[config.mk]
export PLATFORM = sky130hd
export DESIGN_NAME = wb_bus_arbiter
export DESIGN_NICKNAME = d
export VERILOG_FILES = /design/src/rtl/wb_arb_pkg.sv /design/src/rtl/wb_arb_watchdog.sv /design/src/rtl/wb_bus_arbiter.sv
export SDC_FILE = /design/constraint.sdc
export NUM_CORES = 1
export LEC_CHECK = 0
export ABC_AREA = 1
export CORE_AREA = 2 2 121 123
export DETAILED_ROUTE_END_ITERATION = 16
export DIE_AREA = 0 0 123 125
export SYNTH_ARGS = -nofsm -noshare
export SYNTH_HDL_FRONTEND = slang
export SYNTH_SLANG_ARGS = --single-unit
export TNS_END_PERCENT = 10
[constraint.sdc]
create_clock -name clk -period 2.45 [get_ports clk]
set_input_delay 0.49 -clock clk [delete_from_list [all_inputs] [get_ports clk]]
set_output_delay 0.49 -clock clk [all_outputs]
set_load 0.05 [all_outputs]
[src/rtl/wb_arb_pkg.sv]
// Shared types and default widths for the two-master Wishbone arbiter.
package wb_arb_pkg;

    typedef enum logic [1:0] {IDLE, GNT_I, GNT_D, ABORT} arb_state_t;
    typedef enum logic {MST_I, MST_D} mst_id_t;

    localparam int ARB_AW      = 32;
    localparam int ARB_DW      = 32;
    localparam int ARB_TIMEOUT = 255;

endpackage

[src/rtl/wb_arb_watchdog.sv]
// Per-beat wait counter; expire fires on the last allowed wait cycle.
module wb_arb_watchdog #(
    parameter int TIMEOUT = 255
) (
    input  logic clk,
    input  logic rst_n,
    input  logic clr,
    input  logic en,
    output logic expire
);

    generate
        if (TIMEOUT == 0) begin : g_off
            assign expire = 1'b0;
        end else begin : g_on
            localparam int CW = (TIMEOUT > 1) ? $clog2(TIMEOUT) : 1;
            localparam logic [CW-1:0] LAST = CW'(TIMEOUT - 1);

            logic [CW-1:0] cnt;

            // Saturates at LAST so a stalled beat never wraps back to zero.
            always_ff @(posedge clk or negedge rst_n) begin
                if (!rst_n)
                    cnt <= '0;
                else if (clr)
                    cnt <= '0;
                else if (en && (cnt != LAST))
                    cnt <= cnt + 1'b1;
            end

            assign expire = en && (cnt == LAST);
        end
    endgenerate

endmodule

[src/rtl/wb_bus_arbiter.sv]
// Round-robin arbiter sharing one Wishbone slave between the instruction
// and data masters; grant is held for a whole cyc, with a stall watchdog.
module wb_bus_arbiter
    import wb_arb_pkg::*;
#(
    parameter int AW      = ARB_AW,
    parameter int DW      = ARB_DW,
    parameter int TIMEOUT = ARB_TIMEOUT
) (
    input  logic            clk,
    input  logic            rst_n,
    input  logic            wbi_cyc_i,
    input  logic            wbi_stb_i,
    input  logic            wbi_we_i,
    input  logic [AW-1:0]   wbi_adr_i,
    input  logic [DW/8-1:0] wbi_sel_i,
    input  logic [DW-1:0]   wbi_dat_i,
    output logic [DW-1:0]   wbi_dat_o,
    output logic            wbi_ack_o,
    output logic            wbi_err_o,
    input  logic            wbd_cyc_i,
    input  logic            wbd_stb_i,
    input  logic            wbd_we_i,
    input  logic [AW-1:0]   wbd_adr_i,
    input  logic [DW/8-1:0] wbd_sel_i,
    input  logic [DW-1:0]   wbd_dat_i,
    output logic [DW-1:0]   wbd_dat_o,
    output logic            wbd_ack_o,
    output logic            wbd_err_o,
    output logic            wbs_cyc_o,
    output logic            wbs_stb_o,
    output logic            wbs_we_o,
    output logic [AW-1:0]   wbs_adr_o,
    output logic [DW/8-1:0] wbs_sel_o,
    output logic [DW-1:0]   wbs_dat_o,
    input  logic [DW-1:0]   wbs_dat_i,
    input  logic            wbs_ack_i,
    input  logic            wbs_err_i
);

    localparam int SW = DW / 8;

    arb_state_t state, state_nxt;
    mst_id_t    last_grant, last_nxt;

    logic          granted, own_d, expire, wd_clr, wd_en;
    logic          own_cyc, own_stb, own_we, own_ack, own_err;
    logic [AW-1:0] own_adr;
    logic [SW-1:0] own_sel;
    logic [DW-1:0] own_dat;

    assign granted = (state == GNT_I) || (state == GNT_D);
    assign own_d   = (state == GNT_D);

    assign own_cyc = own_d ? wbd_cyc_i : wbi_cyc_i;
    assign own_stb = own_d ? wbd_stb_i : wbi_stb_i;
    assign own_we  = own_d ? wbd_we_i  : wbi_we_i;
    assign own_adr = own_d ? wbd_adr_i : wbi_adr_i;
    assign own_sel = own_d ? wbd_sel_i : wbi_sel_i;
    assign own_dat = own_d ? wbd_dat_i : wbi_dat_i;

    // A slave response after the master has dropped cyc is swallowed.
    assign own_ack = wbs_ack_i & own_cyc;
    assign own_err = (wbs_err_i & own_cyc) | expire;

    assign wd_clr = !granted || wbs_ack_i || wbs_err_i;
    assign wd_en  = granted && own_cyc && own_stb && !wbs_ack_i && !wbs_err_i;

    wb_arb_watchdog #(.TIMEOUT(TIMEOUT)) u_watchdog (
        .clk    (clk),
        .rst_n  (rst_n),
        .clr    (wd_clr),
        .en     (wd_en),
        .expire (expire)
    );

    always_ff @(posedge clk or negedge rst_n) begin
        if (!rst_n) begin
            state      <= IDLE;
            last_grant <= MST_I;
        end else begin
            state      <= state_nxt;
            last_grant <= last_nxt;
        end
    end

    always_comb begin
        state_nxt = state;
        last_nxt  = last_grant;
        case (state)
            IDLE: begin
                if (wbi_cyc_i && wbd_cyc_i) begin
                    if (last_grant == MST_I) begin
                        state_nxt = GNT_D;
                        last_nxt  = MST_D;
                    end else begin
                        state_nxt = GNT_I;
                        last_nxt  = MST_I;
                    end
                end else if (wbi_cyc_i) begin
                    state_nxt = GNT_I;
                    last_nxt  = MST_I;
                end else if (wbd_cyc_i) begin
                    state_nxt = GNT_D;
                    last_nxt  = MST_D;
                end
            end
            GNT_I, GNT_D: begin
                if (!own_cyc)
                    state_nxt = IDLE;
                else if (expire)
                    state_nxt = ABORT;
            end
            ABORT: begin
                // last_grant still names the aborted master
                if (!((last_grant == MST_D) ? wbd_cyc_i : wbi_cyc_i))
                    state_nxt = IDLE;
            end
            default: state_nxt = IDLE;
        endcase
    end

    always_comb begin
        wbs_cyc_o = 1'b0;
        wbs_stb_o = 1'b0;
        wbs_we_o  = 1'b0;
        wbs_adr_o = '0;
        wbs_sel_o = '0;
        wbs_dat_o = '0;
        wbi_dat_o = '0;
        wbi_ack_o = 1'b0;
        wbi_err_o = 1'b0;
        wbd_dat_o = '0;
        wbd_ack_o = 1'b0;
        wbd_err_o = 1'b0;
        if (granted) begin
            wbs_cyc_o = own_cyc;
            wbs_stb_o = own_stb;
            wbs_we_o  = own_we;
            wbs_adr_o = own_adr;
            wbs_sel_o = own_sel;
            wbs_dat_o = own_dat;
            if (own_d) begin
                wbd_dat_o = wbs_dat_i;
                wbd_ack_o = own_ack;
                wbd_err_o = own_err;
            end else begin
                wbi_dat_o = wbs_dat_i;
                wbi_ack_o = own_ack;
                wbi_err_o = own_err;
            end
        end
    end

endmodule

==> results.py, run 1 <==
metrics = {
    "status": {
        "status": "completed",
    },
    "final_layout": {
        "diodes": 0,
        "layout_common_cells": "176 x nor2_1, 175 x clkdlybuf4s50_1, 111 x buf_4",
        "layout-drive-gt1-share_pct": 22.4,
        "fin_nets": 975,
        "area_delta_synth_final_pct": 152,
        "final_area_mm2": 0.00601,
        "layout_commonest_cell": "nor2_1",
    },
    "clock_network": {
        "root_buffer": "clkbuf_16",
        "clock_path_buffers": 2,
        "htree_levels": 1,
        "cts_buffers": 3,
        "ctsHoldBuffers": 0,
        "clock_latency_ps": 240,
        "clock_sinks": 11,
        "tritoncts": "yes",
        "clk_pin_slew_ps": 40,
    },
    "sta": {
        "fin_worst_skew_ps": 3.78,
        "period_share_pct": 93.8,
        "tightestPinTransition_ps": 514,
        "fmax_ghz": 0.435,
        "setup_slack_ps": 151,
        "finalWorstPathRequiredPeriod_ps": 2300,
        "hold_viol_final": 0,
        "maxSlewViolCount": 0,
        "setup_violations": 0,
        "max_slew_margin_pct": 65.6,
    },
    "worst_setup_path": {
        "crit_end": "wbd_err_o",
        "reg2reg_from": "state[0]",
        "rr_endpoint": "u_watchdog.g_on.cnt[2]",
        "worstSetupEndpointType": "output port",
        "path_class": "in -> out",
        "critPathArrivalTime_ps": 1810,
        "ff2ff_setup_slack_ps": 720,
        "worstRegToRegCells": 10,
        "worst_setup_path_start_kind": "primary input",
        "crit_fanout": 3,
        "startpoint": "wbs_err_i",
        "required_ps": 1960,
    },
    "route": {
        "vias": 3913,
        "initialDrtViolationCount": 171,
        "avgRoutedWirePerCell_um": 13.7,
        "routed_wl_um": 13300,
        "final_antenna_net_count": 0,
        "drc": 0,
        "first_pass_iters": 6,
        "vias_per_cell": 4.02,
    },
    "global_route": {
        "first_global_vias": 3665,
        "antenna_found_initial": 0,
        "grt_pass1_wl_um": 19900,
        "grt_usage_pct": 16.0,
        "grt_overflow": 0,
        "grt_max_degree": 60,
    },
    "placed_design": {
        "dpl_worst_slack_ps": 72.1,
        "routabilityCongestion": 0.829,
        "portBuffers": 316,
        "placed_cell_area_mm2": 0.00587,
        "dp_hpwl_um": 10900,
    },
    "min_path": {
        "min_path_type": "reg -> reg",
        "hold_depth": 2,
    },
    "floorplanning": {
        "std_cell_rows": 44,
        "ios": 317,
        "die_w_um": 123,
        "die_h_um": 125,
        "die-area_mm2": 0.0154,
        "initial_core_util_pct": 16.8,
        "core_mm2": 0.0142,
    },
    "synthesis": {
        "syn_nets": 672,
        "yosysSeqAreaShare_pct": 11.5,
        "yosys_warnings": 0,
        "ys_types": 27,
        "syn_area_mm2": 0.00239,
        "synth_top_area_share_pct": 27.8,
        "synthCells": 487,
        "syn_area_per_cell_um2": 4.90,
        "synth.ff_latch_count": 11,
        "synthTopCellsByArea": "nor2_1 28%, o21ai_0 14%, inv_1 12%",
        "yosys.area.top_type": "nor2_1",
    },
    "power": {
        "leakage_uw": 0.00312,
        "irDropWorstVdd_mv": 0.783,
        "cellPowerDensity_mw_per_mm2": 1650,
    },
    "job": {
        "drv_cap": 0,
    },
}
## worst min-delay path by stage
| stage | from | end | slack, ps |
|---|---|---|---|
| after global routing | u_watchdog.g_on.cnt[0] | u_watchdog.g_on.cnt[0] | 570 |
| after detailed placement | state[0] | state[0] | 490 |
| after global placement | state[0] | state[0] | 490 |
| after floorplan | rst_n | last_grant | 190 |
| final | last_grant | last_grant | 550 |
| after CTS | state[0] | state[0] | 520 |
## what timing repair did
action                     4_1_cts  5_1_grt
setup endpoints to repair       12       15
pin swaps                        0        3
gates resized for setup          2       10
setup buffers                    0        2
## logic make-up (layout without fill, tap and decap cells)
family,count (synthesis),in the layout,synth area share [%]
AOI/OAI and AO/OA,79,79,17.1
xor gates and xnor gates,5,5,1.83
adders and majority gates,7,7,3.67
buffers and inverters,110,412,18.8
DFF,11,11,11.5
and+or+nand+nor,275,275,47.0
## worst max-delay path: stages
cell             delay, ps
clkdlybuf4s50_1        410
or2_1                  250
nor2_2                 130
nand3_2                110
nand2_1                 70
nand2_1                 60
nor2_2                 110
buf_6                  160
## synth_stat cells (all sizes together)
master,n
a21oi,2
buf,13
clkbuf,18
dfrtp,11
ha,7
inv,79
nand2,68
nand3,19
nand3b,3
nor2,181
nor3,2
o21ai,76
o21bai,1
or2,2
xnor2,1
xor2,4
## routing by layer
metal	global-route usage, %	vias to the layer above	routed length [µm]
met5	0	-	0
li1	-	2071	-
met2	29.7	150	6790
met3	3.10	22	1070
met4	3.81	0	339
met1	18.5	1670	5120
## final cells by class
cell class | instances | area, µm²
multi-input cells | 366 | 1710
flip-flops and latches | 11 | 275
clock buffers | 4 | 78.8
fillers | 1528 | 8190
inverters | 79 | 307
repair buffers | 329 | 3410
well taps | 184 | 230
## power breakdown
part / internal [µW] / leakage (µW) / switching (µW)
sequential: 209 / 0.000149 / 19.7
combinational: 2900 / 0.00294 / 6480
clock: 218 / 0.0000382 / 79.7
total: 3330 / 0.00312 / 6580
## flip-flops by register name (all words and copies together) (netlist names)
name / cells
state: 2
last_grant: 1
u_watchdog.g_on.cnt: 8
## stage by stage
step	cells	TNS (ps)	power, µW	utilization [%]	hold WS, ps
after global placement	967	0	9610	41.3	488
after detailed placement	967	0	9610	41.3	494
after floorplan	487	-476	6260	-	194
after global routing	973	-11.8	10500	42.3	575
final	973	0	9910	42.3	547
after CTS	971	0	9960	42.0	523
Note: power is estimated with default switching activity, not from simulation.
==> run 2, diff against run 1 <==
SETUP_SLACK_MARGIN = 0.15   (was unset)
==> run 2 against run 1 <==
  * Register-to-register slack worse by 390 ps
  * Critical path depth up 1
  * Power up 3.9%
  * Combinational power up 3.8%
  * Largest power group unchanged
  * Via count up 3.5%
  * First-iteration DRC count down 11%
  * Largest cell class unchanged
  * Flip-flop and latch count unchanged
  * Highest routed layer is now met5
==> results.py, run 2 (synthesis gave the netlist of run 1 again) <==
metrics = {
    "sta": {
        "period_share_pct": 93.8,
        "rsz0062_at_grt": "yes",
        "hold_viol_final": 0,
        "maxSlewViolCount": 0,
        "setup_violations": 0,
        "max_slew_margin_pct": 63.8,
        "tightestPinTransition_ps": 541,
        "fmax_ghz": 0.435,
        "fin_worst_skew_ps": 2.71,
        "holdWs_ps": 547,
        "finalWorstPathRequiredPeriod_ps": 2300,
    },
    "route": {
        "avgRoutedWirePerCell_um": 14.3,
        "initialDrtViolationCount": 153,
        "final_antenna_net_count": 0,
        "vias": 4049,
        "first_pass_iters": 4,
        "drc": 0,
        "vias_per_cell": 4.09,
        "routed_wl_um": 14100,
    },
    "power": {
        "irDropWorstVdd_mv": 0.677,
        "leakage_uw": 0.00322,
        "cellPowerDensity_mw_per_mm2": 1650,
    },
    "global_route": {
        "first_global_vias": 3638,
        "grt_usage_pct": 16.8,
        "grt_pass1_wl_um": 20500,
        "antenna_found_initial": 1,
        "grt_overflow": 0,
        "grt_max_degree": 45,
    },
    "floorplanning": {
        "std_cell_rows": 44,
        "ios": 317,
        "die-area_mm2": 0.0154,
        "die_w_um": 123,
        "core_mm2": 0.0142,
        "initial_core_util_pct": 16.8,
        "die_h_um": 125,
    },
    "final_layout": {
        "area_delta_synth_final_pct": 161,
        "layout_common_cells": "173 x clkdlybuf4s50_1, 170 x nor2_1, 123 x buf_4",
        "reg_top3": "u_watchdog.g_on.cnt (8), state (2), last_grant (1)",
        "layout_commonest_cell": "clkdlybuf4s50_1",
        "final_area_mm2": 0.00622,
        "layout-drive-gt1-share_pct": 25.7,
        "largest-register": "u_watchdog.g_on.cnt",
        "fin_nets": 992,
        "largest_reg_flops": 8,
        "diodes": 0,
    },
    "placed_design": {
        "dp_hpwl_um": 11300,
        "portBuffers": 316,
        "placed_cell_area_mm2": 0.00591,
        "routabilityCongestion": 0.822,
    },
    "worst_setup_path": {
        "rr_endpoint": "u_watchdog.g_on.cnt[7]",
        "worstSetupEndpointType": "output port",
        "path_class": "reg -> out",
        "required_ps": 1960,
        "startpoint": "state[1]",
        "worst_setup_path_start_kind": "flop",
        "crit_slowest_cell": "dfrtp_2",
        "cpPeakStageDelay_ps": 430,
        "ff2ff_setup_slack_ps": 330,
        "critical_path.most_common_cell": "nand2_2",
        "cp_cell_sequence": "inv_2 > ha_4 > o21ai_4 > nor2_4 > nand3_4 > nand2_2 > nand2_2 > nor2_2 > buf_6",
        "crit_end": "wbd_err_o",
        "critPathArrivalTime_ps": 1810,
        "crit_buf_inv": 2,
        "crit_fanout": 7,
        "reg2reg_from": "state[1]",
        "critPathTopFamily": "simple AND/OR/NAND/NOR gates",
        "worstRegToRegCells": 14,
        "crit_cells": 9,
    },
    "clock_network": {
        "clock_sinks": 11,
        "clk_pin_slew_ps": 40,
        "clock_latency_ps": 240,
        "tritoncts": "yes",
        "cts_buffers": 3,
        "htree_levels": 1,
        "clock_path_buffers": 2,
        "root_buffer": "clkbuf_16",
    },
    "job": {
        "drv_cap": 0,
    },
    "min_path": {
        "min_path_type": "reg -> reg",
    },
    "status": {
        "status": "completed",
    },
}
## run 2: cell types whose count changed in the layout (fill, tap and decap cells not counted), moves of 2 or more
cell             before  now
dlygate4sd2_1         0    2
buf_4               111  123
nand2_1              67   63
buf_6                 2    5
nand3_2               4    2
nor2_1              176  170
nor2_2                2    7
clkdlybuf4s50_1     175  173
nand2_2               1    5
nand3_4               0    2
## run 2: routing by layer
layer  wire length [µm]  part of all wire (%)  up-vias  track usage [%]
li1                   -                     -     2110                -
met4                264                   1.9        2             3.61
met1               5720                    41     1761             21.1
met5                 13                 0.092        -                0
met2               6860                    49      156             29.2
met3               1260                   8.9       20             3.60
## run 2: layout make-up
type	instances	area (µm²)
multi-input cells	366	1760
clock buffers	4	78.8
repair buffers	346	3560
well taps	184	230
flip-flops and latches	11	277
inverters	79	312
fillers	1516	7980
## run 2: power by group
part	switching, µW	leakage, µW	internal, µW	total (µW)
Combinational	6610	0.00303	3130	9740
Clock	83.6	0.0000382	219	302
Sequential	35.3	0.000148	211	246
## run 2: worst register-to-register path: stages, from the launching register on
cell and delay [ps]:
dfrtp_2 450, ha_4 190, inv_1 90, nand2_2 80, nand2_2 90, nor2_4 50
buf_4 120, buf_4 120, buf_4 120, buf_4 120, buf_4 130, nand3_4 150
nand2_2 130, nand3b_1 120, nand2_1 50
## run 2: stage by stage
step                      setup WS (ps)  power (µW)  util, %  cells  TNS, ps
after floorplan                   -15.9        6300        -    487    -63.5
final                               153       10300     43.8    990        0
after CTS                           148       10200     43.0    983        0
after global routing               51.8       10800     43.8    990        0
after detailed placement           74.8        9700     41.6    967        0
after global placement             92.1        9700     41.6    967        0
## run 2: how the worst min path moves through the flow
stage                                      start                     end  depth (start not counted)  slack [ps]
after floorplan                            rst_n              last_grant                          0         190
after global placement                  state[0]                state[0]                          2         490
after detailed placement                state[0]                state[0]                          2         500
after CTS                 u_watchdog.g_on.cnt[0]  u_watchdog.g_on.cnt[0]                          1         550
after global routing      u_watchdog.g_on.cnt[0]  u_watchdog.g_on.cnt[0]                          1         590
final                     u_watchdog.g_on.cnt[0]  u_watchdog.g_on.cnt[0]                          1         550
## run 2: what timing repair did
action / CTS / global route
resized for setup: 12 / 16
pin swaps: 3 / 10
buffers inserted: 12 / 6
cloned: 0 / 1
hold buffers: 0 / 0
setup endpoints to repair: 107 / 89
endpoints found under the hold margin: 0 / 0
